$ cat src/rtl/ram_sdp.sv
// ram_sdp: single-clock simple dual-port RAM, read-first, registered read, out-of-range accesses ignored
module ram_sdp #(
    parameter int D_WIDTH = 8,
    parameter int A_WIDTH = 5,
    parameter int A_MAX   = 32
) (
    input  logic               clk,
    input  logic               reset,
    input  logic [A_WIDTH-1:0] address_write,
    input  logic [D_WIDTH-1:0] data_write,
    input  logic               write_enable,
    input  logic [A_WIDTH-1:0] address_read,
    output logic [D_WIDTH-1:0] data_read
);
    logic [D_WIDTH-1:0] mem [A_MAX] = '{default: '0};
    logic               write_ok;
    logic               read_ok;
    always_comb begin
        write_ok = write_enable && !reset && (int'(address_write) < A_MAX);
        read_ok  = int'(address_read) < A_MAX;
    end
    always_ff @(posedge clk) begin
        if (write_ok) mem[address_write] <= data_write;
    end
    always_ff @(posedge clk) begin
        if (reset) data_read <= '0;
        else data_read <= read_ok ? mem[address_read] : '0;
    end
endmodule

$ cat config.mk
export PLATFORM = sky130hd
export DESIGN_NAME = ram_sdp
export DESIGN_NICKNAME = d
export VERILOG_FILES = /design/src/rtl/ram_sdp.sv
export SDC_FILE = /design/constraint.sdc
export NUM_CORES = 1
export LEC_CHECK = 0
export CELL_PAD_IN_SITES_DETAIL_PLACEMENT = 0
export CELL_PAD_IN_SITES_GLOBAL_PLACEMENT = 1
export CORE_MARGIN = 5
export CORE_UTILIZATION = 40
export CTS_CLUSTER_DIAMETER = 30
export DETAILED_ROUTE_END_ITERATION = 16
export PLACE_DENSITY = 0.68
export SLEW_MARGIN = 40
export SYNTH_ARGS = -nofsm -noshare
export SYNTH_HDL_FRONTEND = slang
export SYNTH_SLANG_ARGS = --single-unit
$ cat constraint.sdc
create_clock -name clk -period 4.6 [get_ports clk]
set_input_delay 1.15 -clock clk [delete_from_list [all_inputs] [get_ports clk]]
set_output_delay 1.15 -clock clk [all_outputs]
set_load 0.02 [all_outputs]
## Word level (Yosys, flattened, before mapping)

Memory sizes are Yosys's and may differ from the RTL's. A register that Yosys moved wholly into a read port is not among the register bits.
Index checks and enable logic that the tools add are counted.
W data, S select, Z words.

| cells by class | value |
|---|---|
| mux-type cells | 2 |
| reductions and logical operators | 2 |

Operator list:

| kind | count |
|---|---|
| $mux W1 | 2 |
| $logic_and A1 B1 Y1 | 1 |
| $logic_not A1 Y1 | 1 |

| word-level totals | value |
|---|---|
| register bits after elaboration | 0 |
| bits in writable memories | 256 |
| input bits | 21 |
| output and inout port bits | 8 |
| logic and storage cells | 5 |
| memories | 1 |

Memory list:

| name | depth | bits a word | read ports | clocked after memory_dff | write ports | line | text |
|---|---|---|---|---|---|---|---|
| mem | 32 | 8 | 1 | 1 | 1 | 15 | `logic [D_WIDTH-1:0] mem [A_MAX] = '{default: '0};` |

## Logic depth before layout (Yosys ltp)

| depth | value |
|---|---|
| depth after elaboration | 4 |
| gate-level depth with buffers | 6 |
| gate-level depth less buffers | 4 |

## Worst setup path after synthesis

Ideal clock, no wire load.

| timing path | value |
|---|---|
| path kind | input -> register |
| from | input port reset |
| to | memory mem[10][0] (enable) |
| setup time | 370 ps |
| data arrival time | 2416 ps |
| required time | 4230 ps |
| slack | 1814 ps |
| stages | 5 |
| path buffers | 2 |
| cells stage by stage | buf_6 -> nand2b_1 -> or3b_2 -> clkbuf_1 -> nor2_1 |

| between the ends | value |
|---|---|
| cells in the longest elaborated chain, start to end | 4 |

RTL lines:

| item | line | text |
|---|---|---|
| start: declaration | 8 | `input logic reset,` |
| $logic_not A1 Y1 | 19 | `write_ok = write_enable && !reset && (int'(address_write) < A_MAX);` |
| $logic_and A1 B1 Y1 | 19 |  |
| $mux W1 | 23 | `if (write_ok) mem[address_write] <= data_write;` |
| $mux W1 (implied by the code) | 23 |  |
| end: declaration | 15 |  |

Every way passes these cells.

## Final worst setup path

| timing path | value |
|---|---|
| from | input port reset |
| to | memory mem[11][4] (enable) |

Same word-level chain as after synthesis.

==> qor.yml <==
drive_above_1_share: 0.2684
hold_buffers: 0
finalSetupViolCount: 0
grt_max_degree: 46
hold_class: "reg2reg"
r2r_slack_ns: 2.88
r2r_end: "data_read[7]"
cap_violations: 0
synth_nets: 486
grt_pass1_wl_um: 32540
cp.arrival_ns: 3.25
final-hold-violation-count: 0
cts.reportedPaths.clkPinSlew_ns: 0.05
cts-buffers-inserted: 47
drt_iter0_markers: 535
placedCellCount: 813
vias: 4848
max_freq_ghz: 0.3228
postCtsSetupRepairBufs: 0
grt.total_usage: 0.1516
critical_path_class: "in2reg"
status: "finished, final reports clean"
holdPathEnd: "data_read[0]"
cp-end-kind: "flip-flop"
yosysWarnings: 0
final_antenna_net_count: 0
antenna_found_initial: 0
slowest_delay_ns: 0.81
leakagePower_nw: 4.017
wl_um: 21670
ys_ff_latch: 264
grt_overflow: 0
io_buffers: 28
start_util: 0.4062
final.setup_skew_ns: 0.007748
multi_input_area_mm2: 0.002206
tightest_slew_ns: 0.8067
htreeDepth: 2
hp-start: "mem[4][0]"
drcViolationCount: 0
peakVddDrop_mv: 0.3193
io_pins: 29
syn_to_final_growth_pct: 21.28
reg2reg_depth: 4
crit_family: "simple AND/OR/NAND/NOR gates"
cp.buffers_inverters: 1
die-area_mm2: 0.02895
synth.avg_cell_area_um2: 22.06
path_cells: "clkdlybuf4s50_1, nand4b_1, nor2_1"
n_antenna_cell: 0
cp.required_ns: 4.75
first_global_vias: 5227
dp_hpwl_um: 13230
core-area_mm2: 0.02525
rsz0062_at_grt: "false"
r2r-start: "mem[18][7]"
fin_cells: 900
rows: 58
final_nets: 553
cts_sinks: 264
critPathLaunchType: "input pin"
firstDrtPassIters: 5
ctsResizeCount: 0
vias_per_cell: 5.387
insertion_delay_ns: 0.53
synthCells: 465
cts_tree: "built"
fin_setup_tns_ns: 0
critPathMaxFanout: 10
cts_buffer_depth: 3
gp_congestion: 0.7748
final_area_mm2: 0.01244
syn-cell-area_mm2: 0.01026
dieWidth_um: 170.1
wire_per_inst_um: 24.08
power.density_cell_area_mw_per_mm2: 506.5
clockRootBuffer: "clkbuf_16"
slew_headroom: 0.4602
yosysUniqueCellTypes: 29
hold_depth: 4
regArea_mm2: 0.007848
placed_cell_area_mm2: 0.01085
period_minus_slack_ns: 3.098
synth-seq-area-share: 0.7650
post-route-period-util: 0.6735
dieHeight_um: 170.1
fillerInstances: 2016
worst_path_max_delay_cell: "nor2_1"
final_max_slew_viol_count: 0
[cells in the mapped netlist, drive strengths merged]
library cell     n  area share
edfxtp         256        0.75
mux4            64        0.14
nor2            36       0.013
mux2i           21       0.020
buf             19       0.018
nand2           10      0.0037
a22oi            8      0.0059
dfxtp            8       0.016
a21oi            5      0.0024
and3             5      0.0030
o211ai           5      0.0037
a221o            3      0.0029
a31oi            3      0.0018
mux2             3      0.0033
nand3b           3      0.0022
nor2b            3      0.0018
or3b             3      0.0026
clkbuf           2     0.00073
or3              2      0.0012
and2             1     0.00061
clkdlybuf4s25    1     0.00098
dlymetal6s2s     1      0.0012
nand2b           1     0.00061
nand3            1     0.00049
nand4b           1     0.00085
[cells in the final DEF, fill, tap and decap left out, types with 4 or more instances in the layout]
cell type | Yosys | final
and3_1 | 5 | 5
clkinv_4 | 0 | 4
nand2_1 | 10 | 10
mux2i_1 | 21 | 21
clkinvlp_4 | 0 | 8
mux4_2 | 55 | 55
mux4_1 | 9 | 9
a21oi_1 | 5 | 5
a22oi_1 | 8 | 8
o211ai_1 | 5 | 5
bufinv_16 | 0 | 5
clkdlybuf4s50_1 | 0 | 25
edfxtp_1 | 256 | 256
buf_4 | 2 | 12
dfxtp_1 | 8 | 8
clkbuf_1 | 2 | 6
clkinv_1 | 0 | 7
nor2_1 | 36 | 34
clkbuf_16 | 0 | 48
[cell type report]
class / instances / area share
Timing Repair Buffer: 41 / 0.03138
Clock inverter: 30 / 0.02574
Clock buffer: 57 / 0.1017
Sequential cell: 264 / 0.6307
Multi-Input combinational cell: 178 / 0.1773
Tap cell: 330 / 0.03319
[state kept, by name, summed over array words and instances (netlist names)]
register,count
mem,256
data_read,8
[logic make-up after synthesis]
kind of cell	count (synthesis)	share of synthesized area
AOI/OAI and AO/OA	24	0.01671
and+or+nand+nor	66	0.03025
DFF	264	0.7650
buffers and inverters	23	0.02049
muxes	88	0.1676
[worst reg2reg max path: stages, from the launching register on]
cell and delay [ns]:
edfxtp_1 0.40, mux4_1 0.51, mux2i_1 0.27, o211ai_1 0.18, and3_1 0.25
[through the flow]
step / hold slack (ns) / util / setup slack (ns) / power (W)
final: 0.8339 / 0.4927 / 1.502 / 0.006301
after global routing: 0.8765 / 0.4927 / 1.421 / 0.006502
after CTS: 0.8440 / 0.4925 / 1.549 / 0.006350
after detailed placement: 0.8337 / 0.4297 / 0.9932 / 0.002982
after global placement: 0.8257 / 0.4297 / 1.063 / 0.002978
after floorplan: 0.7362 / - / 1.814 / 0.002863
[how the worst max path moves through the flow]
stage	from	endpoint	slack (ns)	cells after the start
6_report	reset	mem[11][4]	1.50	3
5_1_grt	reset	mem[19][3]	1.42	3
4_1_cts	reset	mem[11][1]	1.55	3
3_5_place_dp	reset	mem[19][0]	0.99	3
3_3_place_gp	reset	mem[10][4]	1.06	4
2_1_floorplan	reset	mem[10][0]	1.81	5
[where the power goes]
group | total (W) | internal, W | switching [W]
logic | 0.000260 | 0.000109 | 0.000151
registers | 0.00267 | 0.00266 | 0.00000745
clock network | 0.00337 | 0.00224 | 0.00113
[routing by layer]
metal | up-vias | routed length, um | global-route usage
met3 | 37 | 1205 | 0.02555
li1 | 2107 | - | -
met1 | 2540 | 9364 | 0.2149
met2 | 164 | 10680 | 0.2448
met5 | - | 0 | 0
met4 | 0 | 415 | 0.04410
Note: power is estimated with default switching activity, not from simulation.
